**config.mk**
```make
export PLATFORM = sky130hd
export DESIGN_NAME = draw_source_scheduler
export DESIGN_NICKNAME = d
export VERILOG_FILES = /design/src/rtl/draw_source_scheduler_pkg.sv /design/src/rtl/source_pick_lsb.sv /design/src/rtl/draw_source_scheduler.sv
export SDC_FILE = /design/constraint.sdc
export NUM_CORES = 1
export LEC_CHECK = 0
export BUFFER_PORTS_ARGS = -buffer_cell sky130_fd_sc_hd__clkbuf_2
export CORE_ASPECT_RATIO = 1.5
export CORE_MARGIN = 10
export CORE_UTILIZATION = 30
export DETAILED_ROUTE_END_ITERATION = 8
export GPL_ROUTABILITY_DRIVEN = 0
export PLACE_DENSITY = 0.6
export SLEW_MARGIN = 25
export SYNTH_ARGS = -nofsm -noshare
export SYNTH_HDL_FRONTEND = slang
export SYNTH_SLANG_ARGS = --single-unit
```
**constraint.sdc**
```tcl
create_clock -name clk -period 3.5 [get_ports clk]
set_clock_uncertainty 0.2 [all_clocks]
set_input_delay 0.7 -clock clk [delete_from_list [all_inputs] [get_ports clk]]
set_output_delay 0.7 -clock clk [all_outputs]
set_load 0.005 [all_outputs]
```
**src/rtl/draw_source_scheduler_pkg.sv**
```systemverilog
// Shared frame-manager definitions: bus select width and the scheduler state encoding.
`default_nettype none

package draw_source_scheduler_pkg;

    localparam int SOURCE_SEL_ADDRW = 3;

    typedef enum logic [2:0] {
        ST_IDLE  = 3'd0,
        ST_GRANT = 3'd1,
        ST_WAIT  = 3'd2,
        ST_RUN   = 3'd3,
        ST_NEXT  = 3'd4,
        ST_DONE  = 3'd5
    } sched_state_t;

endpackage

`default_nettype wire

```
**src/rtl/source_pick_lsb.sv**
```systemverilog
// Lowest-set-bit encoder: returns whether any bit is set and the index of the lowest one.
`default_nettype none

module source_pick_lsb #(
    parameter int NUM_SOURCES = 4,
    parameter int IDX_W       = 3
) (
    input  logic [NUM_SOURCES-1:0] vec,
    output logic                   found,
    output logic [IDX_W-1:0]       idx
);

    always_comb begin
        found = |vec;
        idx   = '0;
        // Scan downward so the last hit is the lowest set bit.
        for (int i = NUM_SOURCES - 1; i >= 0; i--) begin
            if (vec[i]) begin
                idx = IDX_W'(i);
            end
        end
    end

endmodule

`default_nettype wire

```
**src/rtl/draw_source_scheduler.sv**
```systemverilog
// Per-frame sequencer that grants the shared write bus to each enabled draw source in ID order.
`default_nettype none

module draw_source_scheduler
    import draw_source_scheduler_pkg::*;
#(
    parameter int NUM_SOURCES   = 4,
    parameter int IDLE_SEL      = NUM_SOURCES,
    parameter int START_TIMEOUT = 8
) (
    input  logic                        clk,
    input  logic                        resetN,
    input  logic                        frame_start,
    input  logic [NUM_SOURCES-1:0]      source_enable,
    input  logic                        err_clear,
    input  logic                        write_active,
    output logic [SOURCE_SEL_ADDRW-1:0] write_source_sel,
    output logic                        write_awaited,
    output logic                        busy,
    output logic                        frame_done,
    output logic                        timeout_err,
    output logic                        overrun_err
);

    localparam int TIMER_W = $clog2(START_TIMEOUT);
    localparam logic [TIMER_W-1:0] TIMER_LAST = TIMER_W'(START_TIMEOUT - 1);

    sched_state_t                state;
    logic [NUM_SOURCES-1:0]      pending;
    logic [SOURCE_SEL_ADDRW-1:0] idx;
    logic [TIMER_W-1:0]          timer;

    logic [NUM_SOURCES-1:0]      remaining;
    logic [NUM_SOURCES-1:0]      pick_vec;
    logic                        pick_found;
    logic [SOURCE_SEL_ADDRW-1:0] pick_idx;

    // One encoder serves both the initial pick in IDLE and the follow-on pick in NEXT.
    assign remaining = pending & ~(NUM_SOURCES'(1) << idx);
    assign pick_vec  = (state == ST_IDLE) ? source_enable : remaining;

    source_pick_lsb #(
        .NUM_SOURCES (NUM_SOURCES),
        .IDX_W       (SOURCE_SEL_ADDRW)
    ) u_pick (
        .vec   (pick_vec),
        .found (pick_found),
        .idx   (pick_idx)
    );

    assign write_source_sel = (state == ST_IDLE || state == ST_DONE)
                              ? SOURCE_SEL_ADDRW'(IDLE_SEL) : idx;
    assign write_awaited    = (state == ST_GRANT);
    assign busy             = (state != ST_IDLE);
    assign frame_done       = (state == ST_DONE);

    always_ff @(posedge clk or negedge resetN) begin
        if (!resetN) begin
            state       <= ST_IDLE;
            pending     <= '0;
            idx         <= '0;
            timer       <= '0;
            timeout_err <= 1'b0;
            overrun_err <= 1'b0;
        end else begin
            // Clear wins over any same-cycle set of the sticky flags.
            if (err_clear) begin
                timeout_err <= 1'b0;
                overrun_err <= 1'b0;
            end else begin
                if (frame_start && state != ST_IDLE)
                    overrun_err <= 1'b1;
                if (state == ST_WAIT && !write_active && timer == TIMER_LAST)
                    timeout_err <= 1'b1;
            end

            case (state)
                ST_IDLE: begin
                    if (frame_start) begin
                        pending <= source_enable;
                        if (pick_found) begin
                            idx   <= pick_idx;
                            state <= ST_GRANT;
                        end else begin
                            state <= ST_DONE;
                        end
                    end
                end
                ST_GRANT: begin
                    timer <= '0;
                    state <= ST_WAIT;
                end
                ST_WAIT: begin
                    if (write_active)
                        state <= ST_RUN;
                    else if (timer == TIMER_LAST)
                        state <= ST_NEXT;
                    else
                        timer <= timer + 1'b1;
                end
                ST_RUN: begin
                    if (!write_active)
                        state <= ST_NEXT;
                end
                ST_NEXT: begin
                    pending <= remaining;
                    if (pick_found) begin
                        idx   <= pick_idx;
                        state <= ST_GRANT;
                    end else begin
                        state <= ST_DONE;
                    end
                end
                ST_DONE: begin
                    state <= ST_IDLE;
                end
                default: begin
                    state <= ST_IDLE;
                end
            endcase
        end
    end

endmodule

`default_nettype wire
```
# Word level (Yosys, flattened, before mapping)
# Cells that the tools add are included.
[word_totals] register_bits=15
[op_classes] addsub=1 n_eq_ne=11 shift=1 n_mux=24 bitwise=2 reduce_logical=15
[op_table] op="2-to-1 mux 3 bit" count=10
[op_table] op="one-hot mux 3 bit (5 select lines)" count=1
[op_table] op="one-hot mux 3 bit (2 select lines)" count=2
[op_table] op="== test 3 bit, second input constant" count=3
[op_table] op="2-to-1 mux 2 bit" count=4
[op_table] op="2-to-1 mux 4 bit" count=2
[op_table] op="inequality test 2 bit, second input constant" count=4
[op_table] op="one-hot mux 4 bit (2 select lines)" count=1
[op_table] op="nonzero test 2 bit" count=4
[op_table] op="== test 3 x 2 -> 1 bit, second input constant" count=2
[op_table] op="AND reduction 3 bit" count=2
[op_table] op="AND 4 bit" count=1
[op_table] op="2-to-1 mux 1 bit" count=4
[op_table] op="NOT 4 bit" count=1
[op_table] op="OR reduction 4 bit" count=1
[op_table] op="<< shifter 1 x 3 -> 4 bit, first input constant" count=1
[op_table] op="adder 3 x 1 -> 3 bit, second input constant" count=1
[op_table] op="== test 3 x 1 -> 1 bit, second input constant" count=1
[op_table] op="logical AND 1 bit" count=3
[op_table] op="logical NOT 3 bit" count=1
[op_table] op="inequality test 3 x 2 -> 1 bit, second input constant" count=1
[op_table] op="nonzero test 3 bit" count=1
[op_table] op="AND reduction 2 bit" count=1
[op_table] op="logical NOT 1 bit" count=1
[op_table] op="logical OR 1 bit" count=1

# Logic depth before layout (Yosys ltp)
# Gate-level depths: netlist of the first run.
[logic_depth] depth_word=11 ltp_mapped=7

# By module
# From an unflattened synthesis of the first run, not the netlist that was laid out.
[unflattened] hier_cells=110 hier_area_um2=942.2
[modules_own_cells] mod="draw_source_scheduler" instances=1 cells_each=101 area_per_inst_um2=895.9 seq_area_each_um2=375.4
[modules_own_cells] mod="source_pick_lsb" instances=1 cells_each=9 area_per_inst_um2=46.3 seq_area_each_um2=0.0

# Worst setup path after synthesis of the first run
# No wires, ideal clock.
[synth_path] path_type="register to output" from="register state[2]" to="output port write_source_sel[1]" arrival_ns=1.032 required_ns=2.600 path_slack_ns=1.568 path_stages_with_launch=5 path_buffers=1 path_cell_list="dfrtp_1 > buf_2 > and2_1 > nor2_1 > and2_1"
[synth_between] elab_chain_len=3 elab_cells_between_ends=4 classes_between="eq/ne: 1; mux: 1; reduce/logical: 2"
[synth_rtl] item="start: declaration" line="draw_source_scheduler.sv:28" text="sched_state_t state;"
[synth_rtl] item="start signal: assignment" line="draw_source_scheduler.sv:59" text="state <= ST_IDLE;"
[synth_rtl] item="start signal: assignment" line="draw_source_scheduler.sv:83" text="state <= ST_GRANT;"
[synth_rtl] item="start signal: assignment" line="draw_source_scheduler.sv:85" text="state <= ST_DONE;"
[synth_rtl] item="== test 3 bit"
[synth_rtl] item="named net frame_done" line="draw_source_scheduler.sv:20" text="output logic frame_done,"
[synth_rtl] item="logical OR 1 bit" line="draw_source_scheduler.sv:51" text="assign write_source_sel = (state == ST_IDLE || state == ST_DONE)"
[synth_rtl] item="2-to-1 mux 3 bit" line="draw_source_scheduler.sv:52" text="? SOURCE_SEL_ADDRW'(IDLE_SEL) : idx;"
[synth_rtl] item="end: declaration" line="draw_source_scheduler.sv:17" text="output logic [SOURCE_SEL_ADDRW-1:0] write_source_sel,"
# The timed path passes the listed nets, and every way through them passes these cells.

# Worst setup path after layout of the first run
[layout_path] from="register state[2]" to="output port write_source_sel[1]"
[layout_between] elab_chain_len=3 elab_cells_between_ends=4 classes_between="eq/ne: 1; mux: 1; reduce/logical: 2"
[layout_rtl] item="== test 3 bit / logical NOT 3 bit (equally long branches)" line="draw_source_scheduler.sv:51"
[layout_rtl] item="logical OR 1 bit *" line="draw_source_scheduler.sv:51"
[layout_rtl] item="2-to-1 mux 3 bit *" line="draw_source_scheduler.sv:52"
# Mark *: on every way between the ends. The rest lies on a longest branch, timed or not.

==> impl_metrics.toml, run 1 <==
[setup_path]
timing.rr.end = "idx[0]$_DFFE_PN0P_"
r2r_setup_slack_ps = 1540
start_kind = "flip-flop"
crit_type = "flip-flop to output pin"
cp-end-kind = "output pin"
cp_max_fo = 13
rr_worst_depth = 5
rr_startpoint = "state[2]$_DFFE_PN0P_"
worstPathRequired_ps = 2600
arrival_ps = 1470

[synthesis]
synth_area_per_cell_um2 = 8.41
syn_inst = 103
synth-edff-count = 0
yosysWarningCount = 0
synthArstFlopShare_pct = 100
seq_area_frac_synth_pct = 40.5
synth_nets = 114
synth.distinct_cells = 32
synth_seq_cells = 14
syn_area_um2 = 866
synthFlopType = "dfrtp_1"

[drt]
drt_iter0_markers = 9
drt-total-wl_mm = 2.14
avgViaCountPerCell = 5.06
drt_first_pass_iters = 4
vias = 790
ant_nets = 0
remaining_drc_errors = 0
wl_per_cell_um = 13.7

[flow_run]
maxCapViolCount = 0

[clock_tree]
clkTransAtPathRegs_ps = 60
clkLatencyLatePin_ps = 240
cts_setup_buffers = 0
htree_levels = 1
cts-root-buf = "clkbuf_8"
cts_tree = "built"
cts_buffers = 3
cts-resized-gates = 0
cts_hold_buf = 0
ctsLongestPathBuffers = 2
cts.sinks = 14

[sta]
tightest_slew_ps = 466
period_share_pct = 67.8
hold_violations = 0
slew_viol_final = 0
tns_ps = 0
setup_viol = 0
rsz0062_at_grt = "no"
fin_crit_ps = 2370
fmax_mhz = 422
timing.hold.ws_ps = 155
maxSlewHeadroom_pct = 68.9

[power_and_ir_drop]
leakagePower_nw = 0.487
internal_power_uw = 511
power_frac_seq_pct = 37.6
peakVddDrop_mv = 0.358
p_switching_uw = 400
power_frac_comb_pct = 48.0
swShare_pct = 43.9
p_clk_share_pct = 14.3
p_per_area_mw_per_mm2 = 894

[place]
hpwl_mm = 1.74
place_inst = 153
port_buffers = 16

[floorplan]
start_util_pct = 31.7
die_x_um = 63.9
io_pins = 17
chipHeight_um = 85.8
core-area_mm2 = 0.00273
die-area_mm2 = 0.00548
rows = 23

[layout]
num_antenna_cells = 0
area_growth_pct = 17.8
layout.nets = 132
instances_no_fill = 156
drive_above_1_share_pct = 24.4

[status]
status = "completed"

[grt]
grt.overflow.total = 0
grt_max_degree = 15
grt_pass1_vias = 831
grt_antenna_before_repair = 0
grt_pass1_wl_mm = 3.81
grt_usage_pct = 8.33

[hold_path]
hp-class = "primary input to async pin"
[critical path, cell delays in order (launching register included)]
cell and delay [ps]:
dfrtp_1 630, and2_1 260, nor2_1 80, and2_1 160
clkbuf_2 100
[layout by cell type, fill, tap and decap left out, drive strengths merged, types with 2 or more instances in the layout]
cell     n
nor2    12
nand3b   2
nand3    3
a31oi    2
nor2b    4
o21ai   13
nor3     4
dfrtp   14
ha       2
inv      7
and2     2
nand2   12
a22o     3
o211ai   2
clkbuf  19
a21oi    9
[routing by layer]
metal / share of wire [%] / global-route usage, %
met5: 0 / 0
met1: 47 / 9.31
met4: 1.3 / 3.59
met3: 3.5 / 1.95
met2: 49 / 14.5
[power groups by stage]
stage          registers [mW]  logic (mW)  clock network [mW]
2_1_floorplan           0.286       0.367                   0
3_3_place_gp            0.338       0.435                   0
3_5_place_dp            0.345       0.442                   0
4_1_cts                 0.343       0.444               0.136
5_1_grt                 0.356       0.499               0.143
6_report                0.343       0.438               0.130
[registers in the layout, summed over array words and instances (netlist names)]
signal,flops
timeout_err,1
pending,4
overrun_err,1
state,3
timer,3
idx,2
[synth_stat cells, types with 2 or more instances]
cell type,count,area share [%]
dfrtp_1,14,40
nand2_1,12,5.2
nor2_1,12,5.2
o21ai_0,11,6.4
a21oi_1,8,4.6
inv_1,6,2.6
nor2b_1,4,2.9
a22o_1,3,3.0
nand3_1,3,1.7
a31oi_1,2,1.4
and2_1,2,1.4
buf_2,2,1.2
ha_1,2,2.9
nand3b_1,2,1.7
nor3_1,2,1.2
o211ai_1,2,1.7
[final cells by class]
| cell class | count | area [um^2] |
|---|---|---|
| well taps | 37 | 46.3 |
| clock buffers | 3 | 41.3 |
| repair buffers | 16 | 80.1 |
| multi-input cells | 79 | 475 |
| flip-flops and latches | 14 | 350 |
| inverters | 7 | 26.3 |
| fillers | 293 | 1710 |
[logic make-up (layout without fill, tap and decap cells)]
family	after synthesis	in the layout	synth area share [%]
adder cells (fa/ha/maj)	2	2	2.89
AO/OA/AOI/OAI	33	33	23.8
buffers and inverters	10	26	4.62
multiplexers	2	2	2.89
flip-flops	14	14	40.5
AND/OR/NAND/NOR	42	42	25.3
[through the flow]
| stage | setup WS, ps | util [%] | total power, mW | area, um^2 |
|---|---|---|---|---|
| final | 1130 | 37.3 | 0.911 | 1020 |
| after global routing | 1010 | 37.3 | 0.999 | 1020 |
| after floorplan | 1570 | - | 0.653 | 866 |
| after detailed placement | 1400 | 35.8 | 0.787 | 978 |
| after CTS | 1130 | 37.3 | 0.922 | 1020 |
| after global placement | 1460 | 35.8 | 0.773 | 978 |
[worst max-delay path by stage]
| stage | slack [ps] | start | cells after the start | to |
|---|---|---|---|---|
| floorplan | 1570 | state[2]$_DFFE_PN0P_ | 4 | write_source_sel[1] |
| global route | 1010 | state[2]$_DFFE_PN0P_ | 4 | write_source_sel[1] |
| CTS | 1130 | state[2]$_DFFE_PN0P_ | 4 | write_source_sel[1] |
| global placement | 1460 | state[0]$_DFFE_PN0P_ | 6 | write_source_sel[1] |
| finish | 1130 | state[2]$_DFFE_PN0P_ | 4 | write_source_sel[1] |
| detailed placement | 1400 | state[2]$_DFFE_PN0P_ | 4 | write_source_sel[1] |
Power figures use the tool's default switching activity.
==> run 2: changes to the inputs <==
- clock period: 3.5 -> 2.5 ns (I/O delays scaled with it)
==> impl_metrics.toml, run 2 (synthesis results as in run 1) <==
[setup_path]
path_delay_family = "flip-flops"
crit_buf_inv = 1
crit_top_cell = "and2_1"
worstPathRequired_ps = 1800
arrival_ps = 1440
max_stage_delay_ps = 620
crit_type = "flip-flop to output pin"
cp_max_fo = 13
cp-end-kind = "output pin"
crit_chain = "and2_1, nor2_1, and2_1, clkbuf_2"
start_kind = "flip-flop"
crit_slowest_cell = "dfrtp_1"

[drt]
drt_iter0_markers = 26
ant_nets = 0
wl_per_cell_um = 13.4
vias = 807
drt-total-wl_mm = 2.12
remaining_drc_errors = 0
drt_first_pass_iters = 4
avgViaCountPerCell = 5.11

[status]
status = "completed"

[layout]
final_cell_mix = "clkbuf_2, dfrtp_1, nor2_1, nand2_1, o21ai_0"
max_flop_register = "pending"
final_common_cell = "clkbuf_2"
num_antenna_cells = 0
area_growth_pct = 20.5
largest_reg_flops = 4
drive_above_1_share_pct = 24.8
top_regs = "pending x4, state x3, timer x3"
layout.nets = 133

[floorplan]
core-area_mm2 = 0.00273
die-area_mm2 = 0.00548
start_util_pct = 31.7
chipHeight_um = 85.8
die_x_um = 63.9
io_pins = 17
rows = 23

[sta]
slew_viol_final = 0
tns_ps = 0
timing.hold.ws_ps = 218
period_share_pct = 85.8
hold_violations = 0
setup_viol = 0
rsz0062_at_grt = "no"
maxSlewHeadroom_pct = 70.1
fin_crit_ps = 2140
tightest_slew_ps = 449
fmax_mhz = 466

[grt]
grt.overflow.total = 0
grt_max_degree = 15
grt_pass1_vias = 888
grt_pass1_wl_mm = 3.90
grt_usage_pct = 8.56
grt_antenna_before_repair = 0

[power_and_ir_drop]
peakVddDrop_mv = 0.416
p_switching_uw = 550
total_power_mw = 1.30
swShare_pct = 42.3
power_frac_seq_pct = 36.7
leakagePower_nw = 0.498
internal_power_uw = 750
p_clk_share_pct = 16.5
p_per_area_mw_per_mm2 = 1250
power_frac_comb_pct = 46.7

[clock_tree]
cts_tree = "built"
clkTransAtPathRegs_ps = 60
clkLatencyLatePin_ps = 240
cts-root-buf = "clkbuf_8"
htree_levels = 1
cts_setup_buffers = 0
ctsLongestPathBuffers = 2
cts_buffers = 3
cts.sinks = 14

[place]
hpwl_mm = 1.75
port_buffers = 16

[flow_run]
maxCapViolCount = 0

[hold_path]
hp-class = "primary input to flip-flop"
[run 2: routing by layer]
layer / wire, um / global-route usage [%] / part of all wire, % / vias to the layer above
met5: 0 / 0 / 0 / -
met4: 14 / 4.79 / 0.66 / 0
met3: 127 / 2.60 / 6.0 / 4
met2: 1090 / 15.4 / 51 / 16
met1: 886 / 8.40 / 42 / 392
li1: - / - / - / 395
[run 2: final timing paths]
path / from / endpoint / slack [ps] / cells past startpoint
worst max-delay path: state[2]$_DFFE_PN0P_ / write_source_sel[1] / 360 / 4
worst min-delay path: err_clear / overrun_err$_DFFE_PN0P_ / 220 / 2
worst max register to register: state[2]$_DFFE_PN0P_ / idx[0]$_DFFE_PN0P_ / 540 / 5
worst min register to register: timer[0]$_DFFE_PN0P_ / timer[0]$_DFFE_PN0P_ / 280 / 1
max in group asynchronous: resetN / state[1]$_DFFE_PN0P_ / 1340 / 2
min in group asynchronous: resetN / state[2]$_DFFE_PN0P_ / 500 / 2
[run 2: area by class of cell]
type	count	area (um^2)
fill	287	1690
multi-input combinational	79	475
sequential	14	350
timing repair buffer	17	90.1
clock buffer	4	55.1
tap	37	46.3
inverter	7	26.3
[run 2: through the flow]
step	setup slack, ps	cells	utilization (%)	instance area (um^2)
2_1_floorplan	713	103	-	866
3_3_place_gp	532	153	35.8	978
3_5_place_dp	540	153	35.8	978
4_1_cts	328	158	38.2	1040
5_1_grt	193	158	38.2	1040
6_report	355	158	38.2	1040
[run 2: what timing repair did]
item,in CTS,in global routing
endpoints found under the hold margin,14,0
endpoints found under the setup margin,0,0
gates resized for setup,0,0
hold buffers,1,0
[run 2: power by group through the flow]
| stage | clock network [mW] | logic, mW | registers [mW] |
|---|---|---|---|
| floorplan | 0 | 0.514 | 0.400 |
| global placement | 0 | 0.607 | 0.476 |
| detailed placement | 0 | 0.619 | 0.483 |
| CTS | 0.227 | 0.621 | 0.479 |
| global route | 0.235 | 0.694 | 0.505 |
| finish | 0.215 | 0.608 | 0.477 |
